--- config.mk ---
export PLATFORM = sky130hd
export DESIGN_NAME = cga_mode_programmer
export DESIGN_NICKNAME = d
export VERILOG_FILES = /design/src/rtl/cga_mode_programmer.sv
export SDC_FILE = /design/constraint.sdc
export NUM_CORES = 1
export LEC_CHECK = 0
export BUFFER_PORTS_ARGS = -buffer_cell sky130_fd_sc_hd__clkbuf_2
export CAP_MARGIN = 20
export CORE_ASPECT_RATIO = 2
export CORE_MARGIN = 1
export CORE_UTILIZATION = 30
export DETAILED_ROUTE_END_ITERATION = 8
export MAX_ROUTING_LAYER = met4
export PLACE_DENSITY_LB_ADDON = 0.15
export SLEW_MARGIN = 20
export SYNTH_ARGS = -nofsm -noshare
export SYNTH_HDL_FRONTEND = slang
export SYNTH_SLANG_ARGS = --single-unit
--- constraint.sdc ---
create_clock -name clk -period 3.4 [get_ports clk]
set_clock_uncertainty 0.2 [all_clocks]
set_input_delay 0.17 -clock clk [delete_from_list [all_inputs] [get_ports clk]]
set_output_delay 0.17 -clock clk [all_outputs]
set_load 0.005 [all_outputs]
--- src/rtl/cga_mode_programmer.sv ---
// rtl/cga_mode_programmer.sv - ISA I/O initiator that loads a BIOS mode (0-6) into a CGA responder.
// Optional vsync poll of the status port, then a fixed 35-write list (mode, 16 CRTC regs, colour, mode).
module cga_mode_programmer #(
  parameter logic [15:0] IO_BASE_ADDR = 16'h3d0,
  parameter int          STROBE_CYC   = 4,
  parameter bit          WAIT_VSYNC   = 1'b1,
  parameter logic [19:0] POLL_MAX     = 20'hFFFFF
) (
  input  logic        clk,
  input  logic        reset,
  input  logic        start,
  input  logic [2:0]  mode_sel,
  output logic        bus_req,
  input  logic        bus_gnt,
  output logic [14:0] bus_a,
  output logic [7:0]  bus_d,
  input  logic [7:0]  bus_in,
  output logic        bus_iow_l,
  output logic        bus_ior_l,
  output logic        bus_aen,
  output logic        busy,
  output logic        done,
  output logic        error
);

  localparam logic [15:0] A_INDEX = IO_BASE_ADDR + 16'h0004;
  localparam logic [15:0] A_DATA  = IO_BASE_ADDR + 16'h0005;
  localparam logic [15:0] A_MODE  = IO_BASE_ADDR + 16'h0008;
  localparam logic [15:0] A_COL   = IO_BASE_ADDR + 16'h0009;
  localparam logic [15:0] A_STAT  = IO_BASE_ADDR + 16'h000a;
  localparam logic [7:0]  STB_LAST = 8'(STROBE_CYC - 1);
  localparam logic [5:0]  LAST_IDX = 6'd34;

  typedef enum logic [3:0] {
    S_IDLE, S_REQ, S_POLL_SETUP, S_POLL_STB, S_POLL_EVAL,
    S_WR_SETUP, S_WR_STB, S_WR_HOLD, S_DONE
  } state_t;

  state_t      state_q, state_d;
  logic [5:0]  idx_q, idx_d;
  logic [7:0]  stb_q, stb_d;
  logic [19:0] poll_cnt_q, poll_cnt_d;
  logic        poll_done_q, poll_done_d;
  logic        vsync_q, vsync_d;
  logic [2:0]  mode_q, mode_d;
  logic        err_q, err_d;
  logic        inv_q, inv_d;

  logic [14:0] wr_a;
  logic [7:0]  wr_d;
  logic [5:0]  idx_m1;
  logic        unused_ok;

  function automatic logic [7:0] mode_reg(input logic [2:0] m);
    case (m)
      3'd0:    mode_reg = 8'h2c;
      3'd1:    mode_reg = 8'h28;
      3'd2:    mode_reg = 8'h2d;
      3'd3:    mode_reg = 8'h29;
      3'd4:    mode_reg = 8'h2a;
      3'd5:    mode_reg = 8'h2e;
      default: mode_reg = 8'h1e;
    endcase
  endfunction

  // Text modes differ only in horizontal timing (R0-R2); graphics differ in R4/R6/R7/R9.
  function automatic logic [7:0] crtc_val(input logic [2:0] m, input logic [3:0] r);
    logic t80, gfx;
    t80 = (m == 3'd2) || (m == 3'd3);
    gfx = (m >= 3'd4);
    case (r)
      4'd0:    crtc_val = t80 ? 8'h71 : 8'h38;
      4'd1:    crtc_val = t80 ? 8'h50 : 8'h28;
      4'd2:    crtc_val = t80 ? 8'h5a : 8'h2d;
      4'd3:    crtc_val = 8'h0a;
      4'd4:    crtc_val = gfx ? 8'h7f : 8'h1f;
      4'd5:    crtc_val = 8'h06;
      4'd6:    crtc_val = gfx ? 8'h64 : 8'h19;
      4'd7:    crtc_val = gfx ? 8'h70 : 8'h1c;
      4'd8:    crtc_val = 8'h02;
      4'd9:    crtc_val = gfx ? 8'h01 : 8'h07;
      4'd10:   crtc_val = 8'h06;
      4'd11:   crtc_val = 8'h07;
      default: crtc_val = 8'h00;
    endcase
  endfunction

  assign idx_m1    = idx_q - 6'd1;
  assign unused_ok = ^{bus_in[7:4], bus_in[2:0], idx_m1[5], A_INDEX[15], A_DATA[15],
                       A_MODE[15], A_COL[15], A_STAT[15]};

  always_comb begin
    wr_a = A_MODE[14:0];
    wr_d = mode_reg(mode_q) & 8'hf7;
    if (idx_q == LAST_IDX) begin
      wr_d = mode_reg(mode_q);
    end else if (idx_q == 6'd33) begin
      wr_a = A_COL[14:0];
      wr_d = (mode_q == 3'd6) ? 8'h3f : 8'h30;
    end else if (idx_q != 6'd0) begin
      wr_a = idx_m1[0] ? A_DATA[14:0] : A_INDEX[14:0];
      wr_d = idx_m1[0] ? crtc_val(mode_q, idx_m1[4:1]) : {4'h0, idx_m1[4:1]};
    end
  end

  always_ff @(posedge clk or posedge reset) begin
    if (reset) begin
      state_q     <= S_IDLE;
      idx_q       <= '0;
      stb_q       <= '0;
      poll_cnt_q  <= '0;
      poll_done_q <= 1'b0;
      vsync_q     <= 1'b0;
      mode_q      <= '0;
      err_q       <= 1'b0;
      inv_q       <= 1'b0;
    end else begin
      state_q     <= state_d;
      idx_q       <= idx_d;
      stb_q       <= stb_d;
      poll_cnt_q  <= poll_cnt_d;
      poll_done_q <= poll_done_d;
      vsync_q     <= vsync_d;
      mode_q      <= mode_d;
      err_q       <= err_d;
      inv_q       <= inv_d;
    end
  end

  // HOLD advances the index directly, so every write costs exactly STROBE_CYC+2 clocks.
  always_comb begin
    state_d     = state_q;
    idx_d       = idx_q;
    stb_d       = stb_q;
    poll_cnt_d  = poll_cnt_q;
    poll_done_d = poll_done_q;
    vsync_d     = vsync_q;
    mode_d      = mode_q;
    err_d       = err_q;
    inv_d       = 1'b0;
    case (state_q)
      S_IDLE: begin
        if (start) begin
          if (mode_sel == 3'd7) begin
            err_d = 1'b1;
            inv_d = 1'b1;
          end else begin
            err_d       = 1'b0;
            mode_d      = mode_sel;
            idx_d       = '0;
            poll_cnt_d  = '0;
            poll_done_d = !WAIT_VSYNC;
            state_d     = S_REQ;
          end
        end
      end
      S_REQ: begin
        if (bus_gnt) state_d = poll_done_q ? S_WR_SETUP : S_POLL_SETUP;
      end
      S_POLL_SETUP: begin
        stb_d   = '0;
        state_d = bus_gnt ? S_POLL_STB : S_REQ;
      end
      S_POLL_STB: begin
        if (!bus_gnt) begin
          state_d = S_REQ;
        end else if (stb_q == STB_LAST) begin
          vsync_d = bus_in[3];
          state_d = S_POLL_EVAL;
        end else begin
          stb_d = stb_q + 8'd1;
        end
      end
      S_POLL_EVAL: begin
        if (vsync_q) begin
          poll_done_d = 1'b1;
          state_d     = S_WR_SETUP;
        end else begin
          poll_cnt_d = poll_cnt_q + 20'd1;
          if (poll_cnt_q + 20'd1 == POLL_MAX) begin
            err_d       = 1'b1;
            poll_done_d = 1'b1;
            state_d     = S_WR_SETUP;
          end else begin
            state_d = S_POLL_SETUP;
          end
        end
      end
      S_WR_SETUP: begin
        stb_d   = '0;
        state_d = bus_gnt ? S_WR_STB : S_REQ;
      end
      S_WR_STB: begin
        if (!bus_gnt) state_d = S_REQ;
        else if (stb_q == STB_LAST) state_d = S_WR_HOLD;
        else stb_d = stb_q + 8'd1;
      end
      S_WR_HOLD: begin
        if (!bus_gnt) begin
          state_d = S_REQ;
        end else if (idx_q == LAST_IDX) begin
          state_d = S_DONE;
        end else begin
          idx_d   = idx_q + 6'd1;
          state_d = S_WR_SETUP;
        end
      end
      S_DONE:  state_d = S_IDLE;
      default: state_d = S_IDLE;
    endcase
  end

  always_comb begin
    bus_a     = '0;
    bus_d     = '0;
    bus_iow_l = 1'b1;
    bus_ior_l = 1'b1;
    bus_aen   = 1'b1;
    case (state_q)
      S_POLL_SETUP, S_POLL_STB: begin
        bus_aen   = 1'b0;
        bus_a     = A_STAT[14:0];
        bus_ior_l = (state_q != S_POLL_STB);
      end
      S_WR_SETUP, S_WR_STB, S_WR_HOLD: begin
        bus_aen   = 1'b0;
        bus_a     = wr_a;
        bus_d     = wr_d;
        bus_iow_l = (state_q != S_WR_STB);
      end
      default: ;
    endcase
  end

  assign busy    = (state_q != S_IDLE) && (state_q != S_DONE);
  assign bus_req = busy;
  assign done    = (state_q == S_DONE) || inv_q;
  assign error   = err_q;

endmodule

==> summary.txt, run 1 <==
Timing
  – Number of max-slew violations in the final report: 0
  – Total Neg Setup Slack: 0 ps
  – RSZ-0062 raised after global routing: false
  – F_max: 0.312 GHz
  – Min Clock Period, post-route: 3200 ps
  – Worst slew margin: 44.8%
  – Setup violations, final: 0
  – Fin crit share: 94.2%
  – Least-Margin Pin Slew: 829 ps
  – Final hold viol count: 0

Power
  – Switch Pwr: 1370 uW
  – Power Internal: 1700 uW
  – Pleak: 0.00169 uW
  – Reg power frac: 25.7%
  – Pwr dens: 774 mW/mm2
  – Switch share: 44.7%
  – VDD IR max: 0.351 mV
  – Comb pwr share: 53.6%
  – Clock power share: 20.7%

Synthesis
  – Synth Register Bits: 45
  – Gate Count Post-Synth: 451
  – Syn Std Cell Area: 0.00351 mm2
  – Synth async-reset ratio: 100%
  – Sequential share of the synthesized area: 32.1%
  – Synth warn: 0
  – Syn Area/Cell: 7.78 um2
  – Post-synth top flop: dfrtp_1
  – EDFF count, synth: 0
  – Synth unique cells: 63

Hold path
  – Hold Crit Class: input port to flip-flop

Clock tree
  – Clk root buf: clkbuf_16
  – Clock transition at path regs: 70 ps
  – CTS tree: built
  – Worst-Skew Late Latency: 290 ps
  – H-tree Lvls: 2
  – Clock Tree Buf Depth: 2
  – CTS Buf Count: 5
  – Total clock sinks: 45

GRT
  – Global-route met2 utilization: 33.8%
  – Most Crowded Layer GR: met2
  – Number of global-route vias before repair: 3203
  – GRT overflow: 0
  – M1 GR Usage: 17.7%
  – Gr usage total: 17.8%
  – Met3 usage: 1.58%
  – Pin count of the biggest net entering global routing: 46
  – First-pass GRT wire length: 16400 um
  – Initial antenna violation count: 0

Finish
  – Area Growth Syn to Fin: 13.0%
  – Diodes inserted: 0
  – Final core occ: 35.0%
  – Highest-count cells in the layout ignoring fill and taps: nand2_1, nor2_1, dfrtp_1
  – Net count, final: 495
  – Commonest non-fill, non-tap cell in the layout: nand2_1
  – Layout cells sized above 1: 13.5%

Die
  – Rows: 55
  – Die ar.: 0.0122 mm2
  – Die Y: 155 um
  – Die Wd: 78.5 um
  – Core Area: 0.0114 mm2
  – IO Pins: 45
  – Initial Util: 30.9%

Setup path
  – Critical Path RT: 3030 ps
  – Internal reg-to-reg setup slack: 440 ps
  – Critical path arrival: 2830 ps
  – CP max-delay cell: a2111oi_1
  – CP bufs+invs: 2
  – Cell Chain, Critical Path: inv_1 -> ha_1 -> xor2_1 -> nand2_1 -> o2bb2ai_1 -> and3_1 -> a2111oi_1 -> a311oi_1 -> clkbuf_2
  – CP top delay family: compound AO/OA/AOI/OAI gates
  – Critical path's largest stage delay: 500 ps
  – WS Path Type: flip-flop to output port
  – Startpoint types: flip-flop
  – Critical path endpoint category: output port
  – Critical path peak fanout: 8

Drt
  – Vias/cell: 5.50
  – Via count: 3389
  – Final WL: 10200 um
  – # DRC: 0
  – DR iter-0 viols: 235
  – Wirelength per Cell: 16.6 um
  – Antenna viol nets, final: 0
  – First-pass DRT Iterations: 4

Place
  – Final GP Congestion: 0.871
  – Port Buf Inserts: 30
  – Detailed Place HPWL: 7620 um

Outcome
  – Outcome: finished, final reports clean

Run
  – Max Cap Violations: 0
## final timing paths
kind	depth (start not counted)	start	end
setup reg to reg	8	poll_cnt_q[0]	state_q[0]
hold / removal	2	start	inv_q
hold reg to reg	1	poll_cnt_q[17]	poll_cnt_q[17]
min in group asynchronous	3	reset	poll_cnt_q[17]
max in group asynchronous	3	reset	mode_q[1]
setup / recovery	9	idx_q[0]	bus_d[0]
## Yosys cell counts (2+ instances only)
cell type | n | share of area, %
nand3b_1 | 3 | 0.64
o21bai_1 | 2 | 0.43
a21oi_1 | 17 | 2.4
o31ai_1 | 15 | 3.2
nor3_1 | 9 | 1.3
nand2_1 | 60 | 6.4
a2111oi_0 | 2 | 0.50
xor2_1 | 9 | 2.2
nor2_1 | 48 | 5.1
ha_1 | 7 | 2.5
mux2i_1 | 5 | 1.4
a31oi_1 | 13 | 2.3
nand3_1 | 22 | 3.1
buf_4 | 15 | 3.2
or4_1 | 6 | 1.3
and3_1 | 13 | 2.3
nor2b_1 | 3 | 0.53
o211ai_1 | 4 | 0.86
a211oi_1 | 2 | 0.43
o32ai_1 | 2 | 0.50
and4_1 | 3 | 0.75
and2_1 | 2 | 0.36
xnor2_1 | 12 | 3.0
nand2b_1 | 8 | 1.4
or2_2 | 2 | 0.36
dfrtp_1 | 45 | 32
nor4_1 | 3 | 0.53
o2bb2ai_1 | 3 | 0.75
inv_1 | 11 | 1.2
a311oi_1 | 2 | 0.50
o21a_1 | 2 | 0.43
o22ai_1 | 2 | 0.36
a21o_1 | 2 | 0.43
o21ai_0 | 40 | 5.7
buf_6 | 3 | 0.96
clkbuf_1 | 18 | 1.9
nand4_1 | 10 | 1.8
## metrics by stage
step	cells	setup WS (ps)	total power, uW	hold slack (ps)	instance area (um2)
after floorplan	457	614	1920	75.4	3530
after global placement	603	473	2400	192	3730
after detailed placement	603	457	2420	189	3730
after CTS	616	148	3080	3.35	3970
after global routing	616	19.2	3320	38.0	3970
final	616	196	3070	10.8	3970
## layer usage
metal | part of all wire (%) | wire length (um)
met3 | 2.5 | 261
met4 | 4.2 | 432
met1 | 37 | 3840
met2 | 56 | 5710
met5 | 0 | 0
## logic make-up after synthesis
logic type / synth area share (%)
AOI/OAI and AO/OA: 20.8
buffers and inverters: 7.59
adders and majority gates: 2.49
DFF: 32.1
other: 0.107
muxes: 1.75
and+or+nand+nor: 29.9
xor gates and xnor gates: 5.24
## timing repair
item,4_1_cts,5_1_grt
setup buffers,0,0
endpoints found under the setup margin,0,1
hold endpoints to repair,49,0
hold buffers,5,0
gates resized for setup,0,1
## sequential cells by signal, summed over array words and instances (netlist names)
signal,flops
state_q,4
poll_cnt_q,20
poll_done_q,1
error,1
mode_q,3
stb_q,8
vsync_q,1
inv_q,1
idx_q,6
## power groups by stage
stage,Clock [uW],Sequential [uW],Combinational (uW)
2_1_floorplan,0,689,1240
3_3_place_gp,0,793,1610
3_5_place_dp,0,796,1630
4_1_cts,660,786,1630
5_1_grt,677,811,1830
6_report,637,789,1650
## final cells by class
| class | count | area, um2 |
|---|---|---|
| clock buffer | 5 | 125 |
| clock inverter | 3 | 65.1 |
| fill | 1214 | 7390 |
| inverter | 11 | 42.5 |
| multi-input combinational | 363 | 2140 |
| sequential | 45 | 1130 |
| tap | 142 | 178 |
| timing repair buffer | 47 | 290 |
(Power assumes the default switching activity.)
==> run 2, diff against run 1 <==
--- a/config.mk
+++ b/config.mk
@@ -11,6 +11,7 @@
 export CORE_MARGIN = 1
 export CORE_UTILIZATION = 30
 export DETAILED_ROUTE_END_ITERATION = 8
+export GPL_TIMING_DRIVEN = 0
 export MAX_ROUTING_LAYER = met4
 export PLACE_DENSITY_LB_ADDON = 0.15
 export SLEW_MARGIN = 20
==> run 2 against run 1 <==
Worst hold slack gained 11 ps; utilization up 1.7 points; die area stayed put; sequential cell count unchanged; clock power fell by 7.7%; worst setup slack better by 20 ps; routed wire length grew 5.4%; via count rose by 3.5%; first-iteration DRC count is 22% lower; combinational power up 10%; largest power group unchanged.
==> summary.txt, run 2 (same netlist as run 1, synthesis figures left out) <==
Outcome
  – Outcome: finished, final reports clean

Finish
  – Final Cell Area: 0.00416 mm2
  – Fill cell count: 1215
  – Biggest register: poll_cnt_q
  – Final Non-Filler Cells: 644
  – Final core occ: 36.6%
  – Layout cells sized above 1: 16.1%
  – Area Growth Syn to Fin: 18.5%
  – Net count, final: 523
  – Diodes inserted: 0
  – Commonest non-fill, non-tap cell in the layout: nand2_1
  – Largest regs: poll_cnt_q: 20 flops, stb_q: 8 flops, idx_q: 6 flops
  – Sequential Area: 0.00113 mm2
  – Area of the multi-input gates: 0.00218 mm2
  – Max FFs per register: 20
  – Highest-count cells in the layout ignoring fill and taps: nand2_1, nor2_1, dfrtp_1

Drt
  – Vias/cell: 5.45
  – DR iter-0 viols: 183
  – First-pass DRT Iterations: 4
  – # DRC: 0
  – Via count: 3507
  – Antenna viol nets, final: 0
  – Final WL: 10800 um
  – Wirelength per Cell: 16.8 um

Power
  – Switch Pwr: 1430 uW
  – Reg power frac: 22.9%
  – VDD IR max: 0.389 mV
  – Clock power share: 18.8%
  – Switch share: 45.8%
  – Pwr dens: 750 mW/mm2
  – Comb pwr share: 58.2%
  – Pleak: 0.00177 uW
  – Power Internal: 1690 uW

Setup path
  – Critical Path RT: 3030 ps
  – Setup crit start: idx_q[0]
  – Reg2reg path depth: 8
  – Critical path endpoint category: output port
  – R2R Path Start: poll_cnt_q[0]
  – Critical path peak fanout: 10
  – Setup crit end: bus_d[5]
  – WS Path Type: flip-flop to output port
  – Critical path arrival: 2810 ps
  – R2r endpoint: state_q[0]
  – Startpoint types: flip-flop
  – Internal reg-to-reg setup slack: 320 ps

Place
  – Port Buf Inserts: 30
  – Detailed Place HPWL: 8270 um
  – Final GP Congestion: 0.921
  – Placed cells: 630
  – Total placed instance area: 0.00388 mm2

Die
  – Die Wd: 78.5 um
  – IO Pins: 45
  – Initial Util: 30.9%
  – Die Y: 155 um
  – Core Area: 0.0114 mm2
  – Die ar.: 0.0122 mm2
  – Rows: 55

Clock tree
  – CTS tree: built
  – Clock Tree Buf Depth: 2
  – Total clock sinks: 45
  – Clk root buf: clkbuf_16
  – CTS Buf Count: 5
  – Worst-Skew Late Latency: 290 ps
  – H-tree Lvls: 2
  – Clock transition at path regs: 70 ps

GRT
  – Pin count of the biggest net entering global routing: 33
  – Gr usage total: 19.3%
  – Number of global-route vias before repair: 3512
  – Initial antenna violation count: 0
  – GRT overflow: 0
  – First-pass GRT wire length: 17600 um

Timing
  – Number of max-slew violations in the final report: 0
  – Worst slew margin: 52.6%
  – F_max: 0.314 GHz
  – RSZ-0062 raised after global routing: false
  – Final hold viol count: 0
  – Least-Margin Pin Slew: 705 ps
  – Total Neg Setup Slack: 0 ps
  – Min Clock Period, post-route: 3180 ps
  – Setup violations, final: 0
  – Fin crit share: 93.6%

Run
  – Max Cap Violations: 0

Hold path
  – Hold Crit Class: input port to flip-flop
==> run 2: how the worst min path moves through the flow <==
| stage | to | from | depth (start not counted) | slack [ps] |
|---|---|---|---|---|
| 2_1_floorplan | mode_q[0] | mode_sel[0] | 2 | 80 |
| 3_3_place_gp | mode_q[0] | mode_sel[0] | 3 | 200 |
| 3_5_place_dp | stb_q[4] | reset | 2 | -50 |
| 4_1_cts | inv_q | start | 2 | 9 |
| 5_1_grt | inv_q | start | 2 | 40 |
| 6_report | inv_q | start | 2 | 20 |
==> run 2: routing by layer <==
metal / vias up / part of all wire [%] / track usage, %
met1: 1649 / 36 / 17.9
met4: 0 / 4.3 / 11.6
li1: 1713 / - / -
met5: - / 0 / -
met3: 29 / 2.8 / 1.94
met2: 116 / 57 / 36.8
==> run 2: final cells by class <==
class	count	share of cell area (%)
buffer	38	5.51
clock buffer	6	3.34
inverter	11	0.993
sequential	45	27.1
clock inverter	2	0.903
tap	142	4.27
timing repair buffer	37	5.54
multi-input combinational	363	52.3
==> run 2: critical path, cell delays in order (launching register included) <==
cell      delay, ps
dfrtp_2         500
inv_2           150
ha_2            270
nor3b_1         250
xnor2_1         240
clkbuf_4        280
nand2_1          90
o21bai_1        210
o21bai_1        200
a31oi_1         190
clkbuf_2        130
==> run 2: what timing repair did <==
item	4_1_cts	5_1_grt
endpoints found under the hold margin	50	0
setup buffers	0	0
hold buffers	6	0
resized for setup	2	10
pin swaps	0	1
endpoints found under the setup margin	6	7
==> run 2: through the flow <==
| step | setup WS (ps) | total power, uW | hold slack (ps) |
|---|---|---|---|
| after floorplan | 614 | 1920 | 75.4 |
| after global placement | 238 | 2400 | 198 |
| after detailed placement | 222 | 2430 | -47.3 |
| after CTS | -15.0 | 3060 | 8.86 |
| after global routing | 27.4 | 3340 | 37.3 |
| final | 216 | 3120 | 21.4 |
==> run 2: power by group through the flow <==
| stage | logic, uW | registers [uW] | clock network (uW) |
|---|---|---|---|
| after floorplan | 1240 | 689 | 0 |
| after global placement | 1680 | 717 | 0 |
| after detailed placement | 1710 | 720 | 0 |
| after CTS | 1740 | 710 | 610 |
| after global routing | 1990 | 727 | 626 |
| final | 1820 | 716 | 588 |
==> run 3, diff against run 2 <==
--- a/config.mk
+++ b/config.mk
@@ -8,7 +8,7 @@
 export BUFFER_PORTS_ARGS = -buffer_cell sky130_fd_sc_hd__clkbuf_2
 export CAP_MARGIN = 20
 export CORE_ASPECT_RATIO = 2
-export CORE_MARGIN = 1
+export CORE_MARGIN = 2
 export CORE_UTILIZATION = 30
 export DETAILED_ROUTE_END_ITERATION = 8
 export GPL_TIMING_DRIVEN = 0
==> run 3 against run 2 <==
Die area is 3.9% higher; fmax is 0.23% higher; worst hold slack worse by 2.1 ps; critical path type unchanged; via count is 0.77% lower; clock power is 6.8% lower; sequential power hardly changed; worst setup slack better by 7.2 ps; routed wire length is 0.89% lower; non-clock buffer count stayed put; utilization is 0.15 points lower; largest power group unchanged.
==> summary.txt, run 3 (same netlist as run 1, synthesis figures left out) <==
Power
  – Tot Pwr: 3060 uW
  – Pwr dens: 738 mW/mm2
  – Pleak: 0.00177 uW
  – VDD IR max: 0.382 mV

Place
  – Final GP Congestion: 0.928
  – Detailed Place HPWL: 8320 um
  – Port Buf Inserts: 30
  – Dpl ws: 204 ps
  – Total placed instance area: 0.00388 mm2

Clock tree
  – Worst-Skew Late Latency: 290 ps
  – CTS Buf Count: 5
  – Clock Tree Buf Depth: 2
  – CTS tree: built
  – Clock transition at path regs: 60 ps
  – H-tree Lvls: 2
  – Clk root buf: clkbuf_16
  – Total clock sinks: 45

Timing
  – Min Clock Period, post-route: 3180 ps
  – Total Neg Setup Slack: 0 ps
  – Number of max-slew violations in the final report: 0
  – Worst slew margin: 52.4%
  – F_max: 0.315 GHz
  – Hold WS: 19.2 ps
  – Final hold viol count: 0
  – Least-Margin Pin Slew: 708 ps
  – Setup violations, final: 0
  – Fin crit share: 93.4%
  – Final worst slack: 224 ps
  – RSZ-0062 raised after global routing: false

Finish
  – Max FFs per register: 20
  – Area Growth Syn to Fin: 18.0%
  – Net count, final: 523
  – Biggest register: poll_cnt_q
  – Layout cells sized above 1: 16.0%
  – Diodes inserted: 0
  – Final Cell Area: 0.00414 mm2
  – Highest-count cells in the layout ignoring fill and taps: nand2_1, nor2_1, dfrtp_1
  – Largest regs: poll_cnt_q: 20 flops, stb_q: 8 flops, idx_q: 6 flops
  – Commonest non-fill, non-tap cell in the layout: nand2_1

GRT
  – Initial antenna violation count: 0
  – Number of global-route vias before repair: 3478
  – First-pass GRT wire length: 17500 um
  – Pin count of the biggest net entering global routing: 24
  – Gr usage total: 18.4%
  – GRT overflow: 0

Drt
  – First-pass DRT Iterations: 4
  – Wirelength per Cell: 16.7 um
  – Via count: 3480
  – Top sig layer: met4
  – WL met2: 6090 um
  – M1 WL: 3820 um
  – DR iter-0 viols: 163
  – # DRC: 0
  – Antenna viol nets, final: 0
  – Wire length on met3: 287 um
  – Vias/cell: 5.41
  – Final WL: 10700 um

Die
  – Initial Util: 30.9%
  – Rows: 55
  – Die Y: 157 um
  – Die Wd: 80.5 um
  – IO Pins: 45
  – Die ar.: 0.0126 mm2
  – Core Area: 0.0114 mm2

Setup path
  – Critical Path RT: 3030 ps
  – R2r endpoint: state_q[0]
  – Reg2reg path depth: 8
  – Critical path arrival: 2810 ps
  – Critical path peak fanout: 10
  – WS Path Type: flip-flop to output port
  – Startpoint types: flip-flop
  – Critical path endpoint category: output port
  – Internal reg-to-reg setup slack: 320 ps
  – R2R Path Start: poll_cnt_q[0]

Hold path
  – Hold Path Origin: start
  – Hold Crit Class: input port to flip-flop
  – Hold Crit Endpoint: inv_q
  – Hold Path Cell Cnt: 2

Outcome
  – Outcome: finished, final reports clean

Run
  – Max Cap Violations: 0
==> run 3: changes by cell type in the layout (fill, tap and decap cells not counted), sizes merged <==
cell | before | now
clkinv | 0 | 1
clkinvlp | 1 | 0
clkbuf | 55 | 54
==> run 3: worst max-delay path, stage by stage (launching register included) <==
cell       delay [ps]
dfrtp_2           490
inv_2             160
ha_2              280
nor3b_1           260
xnor2_1           210
clkbuf_2          270
nand2_1           100
o21bai_1          200
a2111oi_1         360
clkbuf_2          190
==> run 3: repair_timing <==
item | CTS | global route
resized for setup | 4 | 7
endpoints found under the hold margin | 27 | 0
cloned | 0 | 0
buffers inserted | 0 | 0
setup endpoints to repair | 5 | 7
hold buffers | 6 | 0
pin swaps | 0 | 1
==> run 3: per-layer routing <==
layer  global-route usage (%)  up-vias
met4                     10.1        0
met1                     17.2     1644
li1                         -     1710
met5                        -        -
met2                     34.9       89
met3                     2.06       37
==> run 3: report_power, final <==
group          internal (uW)  switching, uW  leakage [uW]  total (uW)
logic                    702           1090       0.00108        1790
clock network            341            207     0.0000797         548
registers                615            101      0.000612         716
==> run 3: how the worst max path moves through the flow <==
stage / start / endpoint / slack, ps / cells after the start
6_report: idx_q[0] / bus_d[6] / 220 / 9
3_5_place_dp: idx_q[0] / bus_d[0] / 200 / 9
5_1_grt: idx_q[0] / bus_d[5] / 20 / 10
2_1_floorplan: poll_cnt_q[0] / state_q[0] / 610 / 8
4_1_cts: idx_q[0] / bus_d[6] / 30 / 9
3_3_place_gp: idx_q[0] / bus_d[4] / 240 / 8
==> run 3: area by class of cell <==
type	instances	area [um2]
inverter	11	41.3
sequential	45	1130
tap	142	178
fill	1240	7210
clock inverter	2	35.0
multi-input combinational	363	2180
timing repair buffer	37	230
buffer	38	226
clock buffer	5	125
==> run 3: stage by stage <==
step	util, %	std cells
2_1_floorplan	-	457
3_3_place_gp	34.0	629
3_5_place_dp	34.2	630
4_1_cts	36.2	643
5_1_grt	36.5	643
6_report	36.5	643
